**src/rtl/latch_write_sequencer_pkg.sv**
```systemverilog
// Shared definitions for the latch write sequencer.
//   state_t      : sequencer states with fixed 2-bit encodings
//   ERR_CNT_MAX  : saturation value of the mismatch counter
//   cnt_width()  : phase-counter width from the three timing parameters
package latch_write_sequencer_pkg;

  typedef enum logic [1:0] {
    IDLE  = 2'd0,
    SETUP = 2'd1,
    PULSE = 2'd2,
    HOLD  = 2'd3
  } state_t;

  localparam logic [7:0] ERR_CNT_MAX = 8'hFF;

  // The counter is loaded with (cycles - 1), so it must hold max-1.
  function automatic int cnt_width(input int setup_cyc, input int pulse_cyc,
                                   input int hold_cyc);
    int m;
    m = setup_cyc;
    if (pulse_cyc > m) m = pulse_cyc;
    if (hold_cyc > m) m = hold_cyc;
    return (m <= 2) ? 1 : $clog2(m);
  endfunction

endpackage

```
**src/rtl/latch_write_sequencer_if.sv**
```systemverilog
// Bus between a word source / latch bank and the sequencer.
//   in_data/in_valid/in_ready : upstream valid/ready handshake
//   d/c                       : latch data and enable, driven by sequencer
//   q/qbar                    : latch outputs read back
//   busy/done/mismatch/err_cnt: status
// slave  : sequencer side
// master : environment side (source plus latch bank)
interface latch_write_sequencer_if #(
  parameter int WIDTH = 1
);
  logic [WIDTH-1:0] in_data;
  logic             in_valid;
  logic             in_ready;
  logic [WIDTH-1:0] d;
  logic             c;
  logic [WIDTH-1:0] q;
  logic [WIDTH-1:0] qbar;
  logic             busy;
  logic             done;
  logic             mismatch;
  logic [7:0]       err_cnt;

  modport slave (
    input  in_data, in_valid, q, qbar,
    output in_ready, d, c, busy, done, mismatch, err_cnt
  );

  modport master (
    output in_data, in_valid, q, qbar,
    input  in_ready, d, c, busy, done, mismatch, err_cnt
  );
endinterface

```
**src/rtl/latch_write_sequencer_phase_counter.sv**
```systemverilog
// Loadable down-counter with zero flag, timing every SETUP/PULSE/HOLD phase.
//   clk, rst_n : clock, async active-low reset
//   load       : load load_val this edge (takes priority over counting)
//   load_val   : remaining cycles minus one
//   zero       : counter has reached zero (last cycle of the phase)
module phase_counter #(
  parameter int W = 2
) (
  input  logic         clk,
  input  logic         rst_n,
  input  logic         load,
  input  logic [W-1:0] load_val,
  output logic         zero
);
  logic [W-1:0] cnt;

  // NOTE: sequential state is written with non-blocking assignments only, so
  // every flop samples pre-edge values regardless of block evaluation order.
  always_ff @(posedge clk or negedge rst_n) begin
    if (!rst_n)       cnt <= '0;
    else if (load)    cnt <= load_val;
    else if (cnt != '0) cnt <= cnt - 1'b1;
  end

  assign zero = (cnt == '0);
endmodule

```
**src/rtl/latch_write_sequencer.sv**
```systemverilog
// Upstream driver for a level-sensitive D latch bank. Accepts a word over
// valid/ready, then drives D with C low for SETUP_CYC cycles, C high for
// PULSE_CYC cycles, C low for HOLD_CYC cycles, and finally compares the
// latch Q/QBAR read-back against D.
//   clk, rst_n : clock, async active-low reset (forces all outputs low)
//   bus        : latch_write_sequencer_if.slave (handshake, latch, status)
module latch_write_sequencer
  import latch_write_sequencer_pkg::*;
#(
  parameter int WIDTH     = 1,
  parameter int SETUP_CYC = 2,
  parameter int PULSE_CYC = 3,
  parameter int HOLD_CYC  = 2
) (
  input  logic                     clk,
  input  logic                     rst_n,
  latch_write_sequencer_if.slave   bus
);
  localparam int CNT_W = cnt_width(SETUP_CYC, PULSE_CYC, HOLD_CYC);

  generate
    if (PULSE_CYC < 1 || HOLD_CYC < 1 || SETUP_CYC < 0) begin : g_bad_params
      $error("latch_write_sequencer: PULSE_CYC and HOLD_CYC must be >= 1");
    end
  endgenerate

  state_t           state;
  logic [WIDTH-1:0] d_r;
  logic             c_r;
  logic             done_r;
  logic             mismatch_r;
  logic [7:0]       err_r;

  logic             cnt_load;
  logic [CNT_W-1:0] cnt_val;
  logic             cnt_zero;
  logic             rb_bad;

  phase_counter #(.W(CNT_W)) u_phase_counter (
    .clk      (clk),
    .rst_n    (rst_n),
    .load     (cnt_load),
    .load_val (cnt_val),
    .zero     (cnt_zero)
  );

  // Counter is reloaded on every state entry with (phase length - 1).
  // NOTE: every always_comb output gets a default first, so no path can
  // leave it unassigned and infer a latch.
  always_comb begin
    cnt_load = 1'b0;
    cnt_val  = '0;
    unique case (state)
      IDLE: if (bus.in_valid) begin
        cnt_load = 1'b1;
        cnt_val  = (SETUP_CYC > 0) ? CNT_W'(SETUP_CYC - 1) : CNT_W'(PULSE_CYC - 1);
      end
      SETUP: if (cnt_zero) begin
        cnt_load = 1'b1;
        cnt_val  = CNT_W'(PULSE_CYC - 1);
      end
      PULSE: if (cnt_zero) begin
        cnt_load = 1'b1;
        cnt_val  = CNT_W'(HOLD_CYC - 1);
      end
      HOLD: ;
      default: ;
    endcase
  end

  // A healthy latch shows Q equal to D and QBAR as the exact complement.
  assign rb_bad = (bus.q != d_r) || (bus.qbar != ~bus.q);

  always_ff @(posedge clk or negedge rst_n) begin
    if (!rst_n) begin
      state      <= IDLE;
      d_r        <= '0;
      c_r        <= 1'b0;
      done_r     <= 1'b0;
      mismatch_r <= 1'b0;
      err_r      <= '0;
    end else begin
      done_r <= 1'b0;
      unique case (state)
        IDLE: if (bus.in_valid) begin
          d_r        <= bus.in_data;
          mismatch_r <= 1'b0;
          if (SETUP_CYC > 0) begin
            state <= SETUP;
          end else begin
            // No setup window: D and C rise together; D is still held
            // through the whole pulse and hold window.
            state <= PULSE;
            c_r   <= 1'b1;
          end
        end
        SETUP: if (cnt_zero) begin
          state <= PULSE;
          c_r   <= 1'b1;
        end
        PULSE: if (cnt_zero) begin
          state <= HOLD;
          c_r   <= 1'b0;
        end
        HOLD: if (cnt_zero) begin
          state      <= IDLE;
          done_r     <= 1'b1;
          mismatch_r <= rb_bad;
          if (rb_bad && err_r != ERR_CNT_MAX) err_r <= err_r + 8'd1;
        end
        default: state <= IDLE;
      endcase
    end
  end

  // in_ready is gated by rst_n so every output reads low while in reset.
  assign bus.in_ready = rst_n && (state == IDLE);
  assign bus.busy     = (state != IDLE);
  assign bus.d        = d_r;
  assign bus.c        = c_r;
  assign bus.done     = done_r;
  assign bus.mismatch = mismatch_r;
  assign bus.err_cnt  = err_r;
endmodule

```
**src/flat_wrapper.sv**
```systemverilog
// flat-port wrapper written by rule: the top's interface ports become plain ports
module latch_write_sequencer_flat import latch_write_sequencer_pkg::*;
#(
  parameter int WIDTH     = 1,
  parameter int SETUP_CYC = 2,
  parameter int PULSE_CYC = 3,
  parameter int HOLD_CYC  = 2
)
  (clk, rst_n, bus_in_data, bus_in_valid, bus_q, bus_qbar, bus_in_ready, bus_d, bus_c, bus_busy, bus_done, bus_mismatch, bus_err_cnt);
  latch_write_sequencer_if #(.WIDTH(WIDTH)) bus_i ();
  input  logic clk;
  input  logic rst_n;
  input wire logic [$bits(bus_i.in_data)-1:0] bus_in_data;
  input wire logic [$bits(bus_i.in_valid)-1:0] bus_in_valid;
  input wire logic [$bits(bus_i.q)-1:0] bus_q;
  input wire logic [$bits(bus_i.qbar)-1:0] bus_qbar;
  output wire logic [$bits(bus_i.in_ready)-1:0] bus_in_ready;
  output wire logic [$bits(bus_i.d)-1:0] bus_d;
  output wire logic [$bits(bus_i.c)-1:0] bus_c;
  output wire logic [$bits(bus_i.busy)-1:0] bus_busy;
  output wire logic [$bits(bus_i.done)-1:0] bus_done;
  output wire logic [$bits(bus_i.mismatch)-1:0] bus_mismatch;
  output wire logic [$bits(bus_i.err_cnt)-1:0] bus_err_cnt;
  assign bus_i.in_data = bus_in_data;
  assign bus_i.in_valid = bus_in_valid;
  assign bus_i.q = bus_q;
  assign bus_i.qbar = bus_qbar;
  assign bus_in_ready = bus_i.in_ready;
  assign bus_d = bus_i.d;
  assign bus_c = bus_i.c;
  assign bus_busy = bus_i.busy;
  assign bus_done = bus_i.done;
  assign bus_mismatch = bus_i.mismatch;
  assign bus_err_cnt = bus_i.err_cnt;
  latch_write_sequencer #(.WIDTH(WIDTH), .SETUP_CYC(SETUP_CYC), .PULSE_CYC(PULSE_CYC), .HOLD_CYC(HOLD_CYC)) u_core (.clk(clk), .rst_n(rst_n), .bus(bus_i));
endmodule
```
**config.mk**
```make
export PLATFORM = sky130hd
export DESIGN_NAME = latch_write_sequencer_flat
export DESIGN_NICKNAME = d
export VERILOG_FILES = /design/src/rtl/latch_write_sequencer_pkg.sv /design/src/rtl/latch_write_sequencer_if.sv /design/src/rtl/latch_write_sequencer_phase_counter.sv /design/src/rtl/latch_write_sequencer.sv /design/src/flat_wrapper.sv
export SDC_FILE = /design/constraint.sdc
export NUM_CORES = 1
export LEC_CHECK = 0
export ABC_AREA = 0
export BUFFER_PORTS_ARGS = -buffer_cell sky130_fd_sc_hd__buf_2
export CAP_MARGIN = 20
export CORE_ASPECT_RATIO = 1.1
export CORE_MARGIN = 4
export CORE_UTILIZATION = 30
export DETAILED_ROUTE_END_ITERATION = 16
export PLACE_DENSITY_LB_ADDON = 0.1
export SYNTH_ARGS = -nofsm -noshare
export SYNTH_HDL_FRONTEND = slang
export SYNTH_SLANG_ARGS = --single-unit
export TNS_END_PERCENT = 30
```
**constraint.sdc**
```tcl
create_clock -name clk -period 3.05 [get_ports clk]
set_input_delay 0 -clock clk [delete_from_list [all_inputs] [get_ports clk]]
set_output_delay 0 -clock clk [all_outputs]
set_load 0.005 [all_outputs]
```
-- After elaboration in Yosys (flattened, before gate mapping)
Cells that the tools add are included.
- add/subtract/negate cells: 2
- eq/ne operators: 10
- muxes and demuxes: 21
- bitwise operators: 1
- reduce and logical (&&, ||, !) cells: 16
- operator list (cell ; count):
    $mux W2 ; 7
    $reduce_bool A2 Y1 ; 5
    $mux W1 ; 9
    $reduce_and A3 Y1 ; 3
    $add A8 B1 Y8 const B ; 1
    $ne A8 B8 Y1 const B ; 1
    $pmux W2 S4 ; 1
    $ne A2 B1 Y1 const B ; 3
    $pmux W1 S2 ; 3
    $pmux W2 S3 ; 1
    $eq A2 B2 Y1 const B ; 2
    $logic_not A2 Y1 ; 2
    $reduce_and A4 Y1 ; 1
    $eq A2 B1 Y1 const B ; 1
    $logic_and A1 B1 Y1 ; 2
    $ne A1 B1 Y1 ; 2
    $ne A2 B2 Y1 const B ; 1
    $reduce_and A2 Y1 ; 1
    $reduce_or A2 Y1 ; 1
    $sub A2 B1 Y2 const B ; 1
    $logic_or A1 B1 Y1 ; 1
    $not A1 Y1 ; 1
- register bits after elaboration: 16
- input port bits: 6
- output and inout port bits: 14
- word-level logic and storage cells: 57

-- Longest topological paths before layout
- depth in word-level cells: 5
- gate-level depth with buffers: 8
- mapped depth without buffers: 6

-- Modules after synthesis
Synthesis repeated with hierarchy kept, for this count alone.
- cell total of the unflattened synthesis: 90
- area total of the unflattened synthesis: 903.4 µm²
- modules (own cells, without submodules) (module ; instances ; cells each ; area each (µm²) ; sequential area each (µm²)):
    latch_write_sequencer ; 1 ; 78 ; 789.5 ; 350.3
    phase_counter ; 1 ; 12 ; 113.9 ; 50.0

-- Least setup slack after synthesis
Ideal clock, no wire load.
- path type: register -> register
- from: register u_core.u_phase_counter.cnt[0]
- to: register u_core.err_r[1], in the netlist u_core.bus.err_cnt[1]
- setup time: 0.125 ns
- data arrival time: 1.521 ns
- data required time: 2.925 ns
- setup slack: 1.404 ns
- cell stages (with the launch flop): 9
- buffers on the path: 2
- clock period less this slack: 1.646 ns
- cells stage by stage: dfrtp_1 inv_1 ha_1 buf_6 and2_4 o221a_4 buf_6 o21a_4 mux2_4
- longest elaborated chain between the ends: 2
- RTL lines (element ; RTL line ; source):
    start: declaration ; latch_write_sequencer_phase_counter.sv:15 ; logic [W-1:0] cnt;
    start signal: assignment ; latch_write_sequencer_phase_counter.sv:21 ; else if (load) cnt <= load_val;
    start signal: assignment ; latch_write_sequencer_phase_counter.sv:22 ; else if (cnt != '0) cnt <= cnt - 1'b1;
    $logic_not A2 Y1 ; latch_write_sequencer_phase_counter.sv:25 ; assign zero = (cnt == '0);
    $reduce_and A3 Y1 (no line) ; n/a ;
    end signal: assignment ; latch_write_sequencer.sv:109 ; if (rb_bad && err_r != ERR_CNT_MAX) err_r <= err_r + 8'd1;
    end: declaration ; latch_write_sequencer.sv:32 ; logic [7:0] err_r;
Every way passes these cells.
A chain may end at the register's enable or synchronous reset.

-- Worst setup path after layout
Same ends and word-level chain as after synthesis.

==> reports/qor.yml <==
cells_and_area:
  layout.cells.non_filler: 147
  nNetsFinal: 128
  drive_gt1_share_pct: 30.1
  diodes: 0
  post-route-util_pct: 37.0
  area_growth_pct: 19.2
critical_path:
  worstSetupStartpointType: "flip-flop"
  endpoint_kind: "flip-flop"
  cp_data_arrival_time_ns: 2.02
  path_delay_family: "compound AO/OA/AOI/OAI gates"
  crit_required_ns: 3.23
  setup.worst_path.class: "flip-flop to flip-flop"
  crit_start: "u_core.u_phase_counter.cnt[0]"
  crit_chain: "inv_1, ha_1, and2_4, o221a_4, o21a_4, mux2_4"
  crit_path_max_fanout: 10
  path_buf_inv: 1
  r2r_start: "u_core.u_phase_counter.cnt[0]"
  max_stage_delay_ns: 0.37
  slowest_stage: "dfrtp_1"
clock_network:
  clockBufferDepth: 2
  clkTransAtPathRegs_ns: 0.10
  cts_max_level: 1
  cts.sinks: 16
  cts_tree: "yes"
  cts_buffers: 3
  postCtsSetupBuffers: 0
  clk_latency_ns: 0.29
  cts-root-buf: "clkbuf_4"
yosys:
  ys.flop_type: "dfrtp_1"
  async_reset_ff_share_pct: 100
  yosys.area.top_type: "dfrtp_1"
  synth_edf_count: 0
  ys_warn_count: 0
  yosys.area_share.xor_xnor_pct: 1.85
  synth_top_family_by_area: "simple AND/OR/NAND/NOR gates"
  ys_seq_area_share_pct: 42.3
  yosysMostFrequentCell: "dfrtp_1"
  synth_top_area_share_pct: 42.3
  synth_area_um2: 946
  synth_area_leaders: "dfrtp_1, ha_1, mux2_4"
  synth_compound_area_share_pct: 15.6
  syn-mean-instance-area_um2: 10.6
  syn_inst: 89
  synthAdderAreaFrac_pct: 10.6
  yosys.area_share.simple_pct: 16.1
  synth_nets: 103
  ys_types: 28
  synthMuxAreaShare_pct: 8.33
  netlist_top_cells_count: "dfrtp_1, a21oi_1, ha_1"
  synth_seq_cells: 16
sta:
  slew_violations: 0
  grt_setup_unrepaired: "false"
  setup_viol: 0
  worstMarginPinSlew_ns: 0.394
  fin_crit_sh_pct: 60.4
  hold_violations: 0
  finClkSkew_ns: 0.00294
  min_period_ns: 1.84
  timing.setup.tns_ns: 0
  max_slew_margin_pct: 73.8
  fmax_mhz: 543
power_and_ir_drop:
  p_leak_nw: 0.561
  power.total_mw: 1.00
  p_per_area_nw_per_um2: 890
  ir_worst_vdd_uv: 459
place:
  hpwl_um: 1480
  gp_congestion: 0.773
  io_buffers: 19
  dpl.cell_count: 140
global_routing:
  grt_usage_pct: 11.3
  grt_pass1_wl_um: 3440
  grt_pass1_vias: 737
  grt_start_max_net_pins: 18
  grt_overflow_total: 0
  antenna_found_initial: 0
hold_path:
  hold_class: "primary input to async pin"
routing:
  antenna_left: 0
  via_per_inst: 4.98
  wl_per_cell_um: 13.4
  num_vias: 732
  first_iter_violations: 84
  drt-total-wl_um: 1980
  drcViolationCount: 0
  dr.pass1.iters: 6
outcome:
  status: "complete, no violations"
floorplanning:
  dieArea_um2: 4120
  fp-row-count: 21
  dieHeight_um: 66.9
  die_width_um: 61.5
  io_pins: 20
  core_um2: 3050
  start_util_pct: 31.0
job:
  cap_violations: 0
==> registers in the layout, summed over array words and instances (netlist names) <==
name,count
u_core.u_phase_counter.cnt,2
u_core.bus.done,1
u_core.bus.mismatch,1
u_core.bus.d,1
u_core.bus.err_cnt,8
u_core.state,2
u_core.bus.c,1
==> per-layer routing <==
layer	global-route usage (%)	vias to the layer above	part of all wire, %
met4	3.45	0	1.1
met3	3.88	2	6.3
met1	13.9	346	44
met2	18.3	21	48
li1	-	363	-
met5	0	-	0
==> final timing paths <==
check                                   endpoint  slack, ns  depth (start not counted)
setup / recovery           u_core.bus.err_cnt[1]       1.21                          6
hold reg to reg                     u_core.bus.c       0.55                          2
setup reg to reg           u_core.bus.err_cnt[1]       1.21                          6
max in group asynchronous           u_core.bus.c       2.61                          2
min in group clk           u_core.bus.err_cnt[6]       0.20                          3
hold / removal             u_core.bus.err_cnt[1]       0.16                          2
==> cell type report <==
| cell class | count | area (um2) |
|---|---|---|
| Sequential cell | 16 | 400 |
| Inverter | 7 | 26.3 |
| Multi-Input combinational cell | 64 | 497 |
| Tap cell | 34 | 42.5 |
| Timing Repair Buffer | 22 | 125 |
| Clock buffer | 4 | 36.3 |
| Fill cell | 310 | 1920 |
==> what timing repair did <==
| action | in CTS | in global routing |
|---|---|---|
| resized for setup | 0 | 0 |
| hold buffers | 3 | 0 |
| setup endpoints to repair | 0 | 0 |
| hold endpoints to repair | 18 | 0 |
==> cells in the final DEF, fill, tap and decap left out <==
| cell | instances |
|---|---|
| a21o_1 | 1 |
| a21oi_1 | 8 |
| a22oi_1 | 1 |
| a31oi_1 | 4 |
| and2_1 | 1 |
| and2_4 | 1 |
| and3_1 | 1 |
| buf_2 | 19 |
| clkbuf_4 | 3 |
| clkbuf_8 | 1 |
| dfrtp_1 | 16 |
| dlygate4sd3_1 | 3 |
| ha_1 | 8 |
| inv_1 | 7 |
| mux2_2 | 3 |
| mux2_4 | 3 |
| nand2_1 | 7 |
| nand2b_1 | 4 |
| nand3_1 | 2 |
| nand4_1 | 1 |
| nand4_2 | 2 |
| nor2_1 | 2 |
| nor2b_1 | 1 |
| nor3_1 | 3 |
| nor4bb_1 | 1 |
| o211ai_1 | 1 |
| o21a_4 | 1 |
| o21ai_0 | 5 |
| o221a_4 | 1 |
| xnor2_1 | 1 |
| xor2_1 | 1 |
==> stage by stage <==
step	area, um2	worst slack [ns]	hold WS (ns)
finish	1130	1.21	0.156
global placement	1060	1.22	-0.0423
global route	1130	1.09	0.175
detailed placement	1060	1.21	-0.0488
floorplan	946	1.40	-0.296
CTS	1130	1.20	0.164
==> report_power, final <==
group / total (mW) / switching, mW / leakage (nW) / internal (mW)
Combinational: 0.503 / 0.258 / 0.340 / 0.244
Sequential: 0.358 / 0.0705 / 0.200 / 0.287
Clock: 0.143 / 0.0702 / 0.0210 / 0.0727
==> kinds of logic after synthesis <==
group / Yosys count
simple gates: 26
flops: 16
mux: 6
fa+ha+maj: 8
buf+inv: 9
compound gates: 22
xor+xnor: 2
No activity file was read; power rests on OpenSTA's default activity.
